--- src/rtl/ram32_fifo_ctrl_pkg.sv ---
// Shared RAM32 constants: macro geometry plus the FIFO depth, pointer and
// occupancy widths derived from it.
package ram32_fifo_ctrl_pkg;

  localparam int RAM32_DEPTH    = 32;
  localparam int RAM32_AW       = 5;
  localparam int RAM32_DW       = 32;
  localparam int RAM32_WE_W     = 4;

  localparam int FIFO_DEPTH     = RAM32_DEPTH;
  localparam int FIFO_PTR_W     = RAM32_AW;
  localparam int FIFO_CNT_W     = RAM32_AW + 1;
  localparam int FIFO_AFULL_LVL = 28;

endpackage

--- src/rtl/ram32_fifo_ctrl.sv ---
// FIFO controller for an externally instantiated RAM32_1RW1R macro.
// Port 0 writes at the write pointer; port 1 reads asynchronously at the read pointer.
module ram32_fifo_ctrl
  import ram32_fifo_ctrl_pkg::*;
#(
  parameter int data_w    = RAM32_DW,
  parameter int addr_w    = RAM32_AW,
  parameter int AFULL_LVL = FIFO_AFULL_LVL
) (
  input  logic                  CLK,
  input  logic                  RST,
  input  logic                  FLUSH,
  input  logic                  PUSH_VALID,
  input  logic [data_w-1:0]     PUSH_DATA,
  output logic                  PUSH_READY,
  output logic                  POP_VALID,
  output logic [data_w-1:0]     POP_DATA,
  input  logic                  POP_READY,
  output logic [addr_w:0]       COUNT,
  output logic                  AFULL,
  output logic                  RAM_EN0,
  output logic [addr_w-1:0]     RAM_A0,
  output logic [RAM32_WE_W-1:0] RAM_WE0,
  output logic [data_w-1:0]     RAM_DI0,
  output logic                  RAM_EN1,
  output logic [addr_w-1:0]     RAM_A1,
  input  logic [data_w-1:0]     RAM_DO1
);

  localparam logic [addr_w:0]   DEPTH_C = (addr_w+1)'(1 << addr_w);
  localparam logic [addr_w:0]   AFULL_C = (addr_w+1)'(AFULL_LVL);
  localparam logic [addr_w-1:0] PTR_ONE = addr_w'(1);
  localparam logic [addr_w:0]   CNT_ONE = (addr_w+1)'(1);

  logic [addr_w-1:0] wr_ptr_q, wr_ptr_d;
  logic [addr_w-1:0] rd_ptr_q, rd_ptr_d;
  logic [addr_w:0]   count_q, count_d;
  logic              push;
  logic              pop;

  // No push while full, even alongside a pop: the slot frees only after the edge.
  assign PUSH_READY = (count_q != DEPTH_C) & ~FLUSH & ~RST;
  assign POP_VALID  = (count_q != '0);
  assign POP_DATA   = RAM_DO1;
  assign COUNT      = count_q;
  assign AFULL      = (count_q >= AFULL_C);

  assign push = PUSH_VALID & PUSH_READY;
  assign pop  = POP_VALID & POP_READY;

  assign RAM_EN0 = push;
  assign RAM_WE0 = {RAM32_WE_W{push}};
  assign RAM_DI0 = PUSH_DATA;
  assign RAM_A0  = wr_ptr_q;
  assign RAM_EN1 = 1'b1;
  assign RAM_A1  = rd_ptr_q;

  always_comb begin
    wr_ptr_d = wr_ptr_q;
    rd_ptr_d = rd_ptr_q;
    count_d  = count_q;
    if (push) wr_ptr_d = wr_ptr_q + PTR_ONE;
    if (pop)  rd_ptr_d = rd_ptr_q + PTR_ONE;
    case ({push, pop})
      2'b10:   count_d = count_q + CNT_ONE;
      2'b01:   count_d = count_q - CNT_ONE;
      default: count_d = count_q;
    endcase
  end

  // Flush discards any concurrent pop; push cannot occur then since PUSH_READY is low.
  always_ff @(posedge CLK) begin
    if (RST) begin
      wr_ptr_q <= '0;
      rd_ptr_q <= '0;
      count_q  <= '0;
    end else if (FLUSH) begin
      rd_ptr_q <= wr_ptr_q;
      count_q  <= '0;
    end else begin
      wr_ptr_q <= wr_ptr_d;
      rd_ptr_q <= rd_ptr_d;
      count_q  <= count_d;
    end
  end

endmodule

--- config.mk ---
export PLATFORM = sky130hd
export DESIGN_NAME = ram32_fifo_ctrl
export DESIGN_NICKNAME = d
export VERILOG_FILES = /design/src/rtl/ram32_fifo_ctrl_pkg.sv /design/src/rtl/ram32_fifo_ctrl.sv
export SDC_FILE = /design/constraint.sdc
export NUM_CORES = 1
export LEC_CHECK = 0
export ABC_AREA = 0
export CORE_MARGIN = 2
export CORE_UTILIZATION = 29
export DETAILED_ROUTE_END_ITERATION = 8
export PLACE_DENSITY_LB_ADDON = 0.05
export SLEW_MARGIN = 25
export SYNTH_ARGS = -nofsm -noshare
export SYNTH_HDL_FRONTEND = slang
export SYNTH_SLANG_ARGS = --single-unit
--- constraint.sdc ---
create_clock -name CLK -period 3.53 [get_ports CLK]
set_input_delay 0.706 -clock CLK [delete_from_list [all_inputs] [get_ports CLK]]
set_output_delay 0.706 -clock CLK [all_outputs]
set_load 0.02 [all_outputs]
==> After elaboration in Yosys (flattened, before gate mapping) <==
Cells that the tools add are included.
Widths: inputs -> output; s select.
{ "classes": {"add_sub_neg": 4, "n_lt_le_gt_ge": 1, "eq_ne": 3, "mux": 3, "bitwise_logic": 6, "reduce_logical": 5} }
{ "op_table": {"columns": ["op", "count"], "rows": [
  ["$pmux 6 s2", 1],
  ["$add 5x1->5 const B", 2],
  ["$mux 5", 2],
  ["$add 6x1->6 const B", 1],
  ["$ge 6x5->1 const B", 1],
  ["$ne 6x6->1 const B", 1],
  ["$reduce_bool 6->1", 1],
  ["$sub 6x1->6 const B", 1],
  ["$and 1x1->1", 4],
  ["$reduce_bool 2->1", 2],
  ["$eq 2x1->1 const B", 1],
  ["$eq 2x2->1 const B", 1],
  ["$not 1->1", 2],
  ["$reduce_and 2->1", 1],
  ["$reduce_or 2->1", 1]
]} }
{ "totals": {"reg_bits": 16} }

==> Longest topological paths before layout <==
Gate-level depths: netlist (run 1).
{ "depth": {"depth_word": 6, "mapped_depth": 12, "ltp_nobuf": 10} }

==> Least setup slack after synthesis (run 1) <==
No wires, ideal clock.
{ "synth_timing": {"path_kind": "input to register", "start": "input FLUSH", "end": "register count_q[5] (netlist: COUNT[5])", "setup_ps": 129, "arrival_time_ps": 3317, "t_required_ps": 3401, "setup_slack_ps": 84, "stages": 12, "path_buffers": 2, "path_cell_list": "buf_2 or2_2 clkbuf_1 a31oi_1 nand2_1 ha_1 ha_1 a211oi_1 nor2_1 nor4_1 o31a_1 nor3_1"} }
{ "synth_via": {"elab_chain_cells": 6} }
{ "synth_lines": {"columns": ["element", "line", "source"], "rows": [
  ["start, declared", "ram32_fifo_ctrl.sv:12", "input logic FLUSH,"],
  ["$not 1->1 (no source line) *", null, null],
  ["$and 1x1->1 * (2 in a row)", "ram32_fifo_ctrl.sv:42", "assign PUSH_READY = (count_q != DEPTH_C) & ~FLUSH & ~RST;"],
  ["net PUSH_READY", "ram32_fifo_ctrl.sv:15", "output logic PUSH_READY,"],
  ["$and 1x1->1 *", "ram32_fifo_ctrl.sv:48", "assign push = PUSH_VALID & PUSH_READY;"],
  ["$eq 2x1->1 or $eq 2x2->1 (tied branches)", "ram32_fifo_ctrl.sv:64", "case ({push, pop})"],
  ["$pmux 6 s2 or $reduce_bool 2->1 (tied branches)", null, null],
  ["end signal, assigned", "ram32_fifo_ctrl.sv:83", "count_q <= count_d;"],
  ["end, declared", "ram32_fifo_ctrl.sv:37", "logic [addr_w:0] count_q, count_d;"]
]} }
Mark *: on every way through the listed nets, which the timed path passes. The rest lies on a longest branch.
A chain may end at the register's enable or synchronous reset.

==> Final worst setup path (run 1) <==
{ "layout_timing": {"start": "input FLUSH", "end": "output RAM_WE0[3]"} }
{ "layout_via": {"elab_chain_cells": 4} }
{ "layout_lines": {"columns": ["element", "line", "source"], "rows": [
  ["$not 1->1 (no source line)", null, null],
  ["$and 1x1->1 (2 in a row)", "ram32_fifo_ctrl.sv:42", null],
  ["$and 1x1->1", "ram32_fifo_ctrl.sv:48", null],
  ["end, declared", "ram32_fifo_ctrl.sv:23", "output logic [RAM32_WE_W-1:0] RAM_WE0,"]
]} }
No other way between the ends.

==> run_results.csv, run 1 <==
group,metric,value,unit
cells_and_area,antennaDiodeCount,0,
critical_path,critical_path.max_fanout,6,
cts,clkTransAtPathRegs,0.07,ns
synthesis,synth_fa_ha_area_share,7.28,%
cells_and_area,layout.nets,220,
sta,worst_slack,0.242,ns
power_and_ir_drop,clkPwrFrac,39.5,%
sta,timing.final.crit_share,93.1,%
synthesis,ys_async_sr_fraction,0,%
placed_design,placed_area,1340,sq um
floorplan,start_util,30.7,%
cells_and_area,area_delta_synth_final,-6.01,%
sta,max_freq,0.304,GHz
placed_design,gp_congestion,0.766,
placed_design,dp_cells,205,
cts,htree_levels,1,
synthesis,syn_area,1480,sq um
detailed_routing,drt_iter0_drc,15,
critical_path,end_kind,"primary output",
sta,period_minus_slack,3.29,ns
critical_path,start_kind,"input port",
cts,cts.sinks,16,
power_and_ir_drop,intPower,0.313,mW
synthesis,synth_xor_area_share,6.51,%
placed_design,port_buffers,28,
cells_and_area,postLayoutCellArea,1390,sq um
synthesis,synth_edf_count,0,
critical_path,regToRegSetupSlack,0.51,ns
cts,clock_latency,0.25,ns
critical_path,criticalPathCategory,"in2out",
floorplan,die_h,75.4,microns
cells_and_area,fin_cells,209,
synthesis,synth.avg_cell_area,8.26,sq um
power_and_ir_drop,combinationalPowerShare,15.2,%
power_and_ir_drop,power.switching,0.106,mW
cells_and_area,final_cell_mix,"28 x clkdlybuf4s50_1, 16 x dfxtp_1, 15 x nor2_1",
sta,setup_viol,0,
grt,grt_pass1_wl,4990,microns
detailed_routing,num_vias,988,
hold_path,hold_path.class,"reg2reg",
sta,finalClockSkew,0.00262,ns
synthesis,synth_seq_area_share,21.7,%
synthesis,synth_nets,256,
detailed_routing,wl,3270,microns
floorplan,die_x,75.4,microns
detailed_routing,via_per_inst,4.73,
cts,numCtsBuffers,3,
hold_path,min_from,"RAM_A0[4]",
cts,clock-root-buffer,"clkbuf_8",
power_and_ir_drop,swShare,25.4,%
cts,post_cts_buffers,0,
detailed_routing,wl_per_cell,15.6,microns
synthesis,synth_seq_cells,16,
critical_path,cp.required,2.82,ns
synthesis,ys_warn_count,0,
power_and_ir_drop,seqPwrFrac,45.3,%
sta,hold_viol,0,
synthesis,netlist_instances,179,
critical_path,reg2reg_from,"COUNT[0]",
sta,holdWs,0.519,ns
sta,fin_tns_setup,0,ns
cells_and_area,final_common_cell,"clkdlybuf4s50_1",
hold_path,hold_end,"RAM_A1[4]",
floorplan,core_area,4820,sq um
cts,cts_tree,"yes",
critical_path,ff2ff_path_depth,9,
placed_design,place_ws,0.0411,ns
detailed_routing,ant_nets,0,
power_and_ir_drop,p_total,0.419,mW
synthesis,synth_compound_area_share,9.64,%
grt,grt-ovfl-total,0,
run_status,status,"finished, final reports clean",
detailed_routing,drtPass1Iterations,4,
cts,cts_hold_buf,0,
hold_path,hold_depth,2,
grt,grt_max_degree,12,
floorplan,die_area,5690,sq um
synthesis,yosys.area_share.simple,15.0,%
grt,antenna_found_initial,0,
grt,grt_pass1_vias,984,
synthesis,synthMuxAreaShare,2.03,%
cts,cts.path.max_buffers,2,
grt,grt_usage,11.5,%
cells_and_area,drive_above_1_share,9.86,%
placed_design,place_hpwl,2450,microns
synthesis,synth_top_family_by_area,"buffers and inverters",
sta,slew_violations,0,
critical_path,r2r_end,"COUNT[5]",
cts,cts.repair.resized,0,
floorplan,io_pins,158,
detailed_routing,drc,0,
floorplan,num_rows,25,
power_and_ir_drop,ir_drop,0.000109,V
sta,rsz0062_at_grt,"no",
run,max_cap_viol_count,0,
critical_path,crit_arrival,2.58,ns
synthesis,ys.flop_type,"dfxtp_1",
synthesis,synth_cell_types,38,
cells_and_area,final_util,28.9,%
power_and_ir_drop,powerDensity,302,nW/um^2
power_and_ir_drop,total_leakage_power,0.556,nW
kinds of logic (layout without fill, tap and decap cells):
logic type / Yosys count / count (layout)
mux: 3 / 3
flops: 16 / 16
other cells: 1 / 1
xor+xnor: 11 / 11
simple gates: 43 / 43
buf+inv: 77 / 40
compound gates: 20 / 20
fa+ha+maj: 8 / 8
per-layer routing:
layer | global-route usage, % | routed length, microns | share of wire [%] | up-vias
li1 | - | - | - | 452
met1 | 13.2 | 1380 | 42 | 439
met2 | 18.3 | 1450 | 44 | 65
met3 | 4.50 | 300 | 9.2 | 32
met4 | 6.24 | 134 | 4.1 | 0
met5 | 0 | 0 | 0 | -
cell type report:
class | instances | area, sq um
fillers | 546 | 3430
multi-input cells | 86 | 602
flip-flops and latches | 16 | 320
repair buffers | 33 | 318
well taps | 67 | 83.8
clock buffers | 4 | 55.1
inverters | 3 | 11.3
Yosys cell counts, types with 2 or more instances:
master	n	share of area, %
nor4_1	3	1.3
nand3_1	4	1.4
inv_1	3	0.76
nand2_1	5	1.3
o21ai_0	3	1.0
a21oi_1	5	1.7
ha_1	7	5.9
clkbuf_1	3	0.76
xnor2_1	3	1.8
nand4_1	2	0.85
mux2i_1	3	2.0
buf_4	69	35
o31a_1	2	1.2
nor2b_1	4	1.7
a211oi_1	2	1.0
nor2_1	15	3.8
nor3_1	3	1.0
dfxtp_1	16	22
xor2_1	8	4.7
power by group through the flow:
stage,Combinational (mW),Clock (mW),Sequential [mW]
2_1_floorplan,0.141,0,0.197
5_1_grt,0.0694,0.185,0.191
3_5_place_dp,0.0641,0,0.194
4_1_cts,0.0644,0.172,0.190
6_report,0.0637,0.166,0.190
3_3_place_gp,0.0639,0,0.195
state kept, by name, summed over array words and instances (netlist names):
register  flops
RAM_A0        5
RAM_A1        5
COUNT         6
worst max path at each step:
stage                     slack [ns]  start         end
after detailed placement        0.04    RST    COUNT[5]
after global placement          0.14  FLUSH    COUNT[5]
after CTS                       0.24    RST  RAM_WE0[3]
after global routing             0.1  FLUSH    COUNT[5]
after floorplan                 0.08  FLUSH    COUNT[5]
final                           0.24  FLUSH  RAM_WE0[3]
worst max-delay path: stages:
cell             delay, ns
clkdlybuf4s50_1       0.43
or2_2                 0.31
a31oi_1               0.20
nand2_1               0.11
inv_1                 0.18
clkdlybuf4s50_1       0.65
(Power assumes the default switching activity.)
==> run 2: changes to the inputs <==
--- a/config.mk
+++ b/config.mk
@@ -6,6 +6,7 @@
 export NUM_CORES = 1
 export LEC_CHECK = 0
 export ABC_AREA = 0
+export CAP_MARGIN = 5
 export CORE_MARGIN = 2
 export CORE_UTILIZATION = 29
 export DETAILED_ROUTE_END_ITERATION = 8
==> results of run 2 <==
No change in the layout: final DEF, timing and power equal those of run 1.
==> run 3: changes to the inputs <==
--- a/config.mk
+++ b/config.mk
@@ -9,7 +9,9 @@
 export CAP_MARGIN = 5
 export CORE_MARGIN = 2
 export CORE_UTILIZATION = 29
+export CTS_CLUSTER_SIZE = 8
 export DETAILED_ROUTE_END_ITERATION = 8
+export HOLD_SLACK_MARGIN = 0.02
 export PLACE_DENSITY_LB_ADDON = 0.05
 export SLEW_MARGIN = 25
 export SYNTH_ARGS = -nofsm -noshare
==> results of run 3 <==
No change in the layout: final DEF, timing and power equal those of run 1.
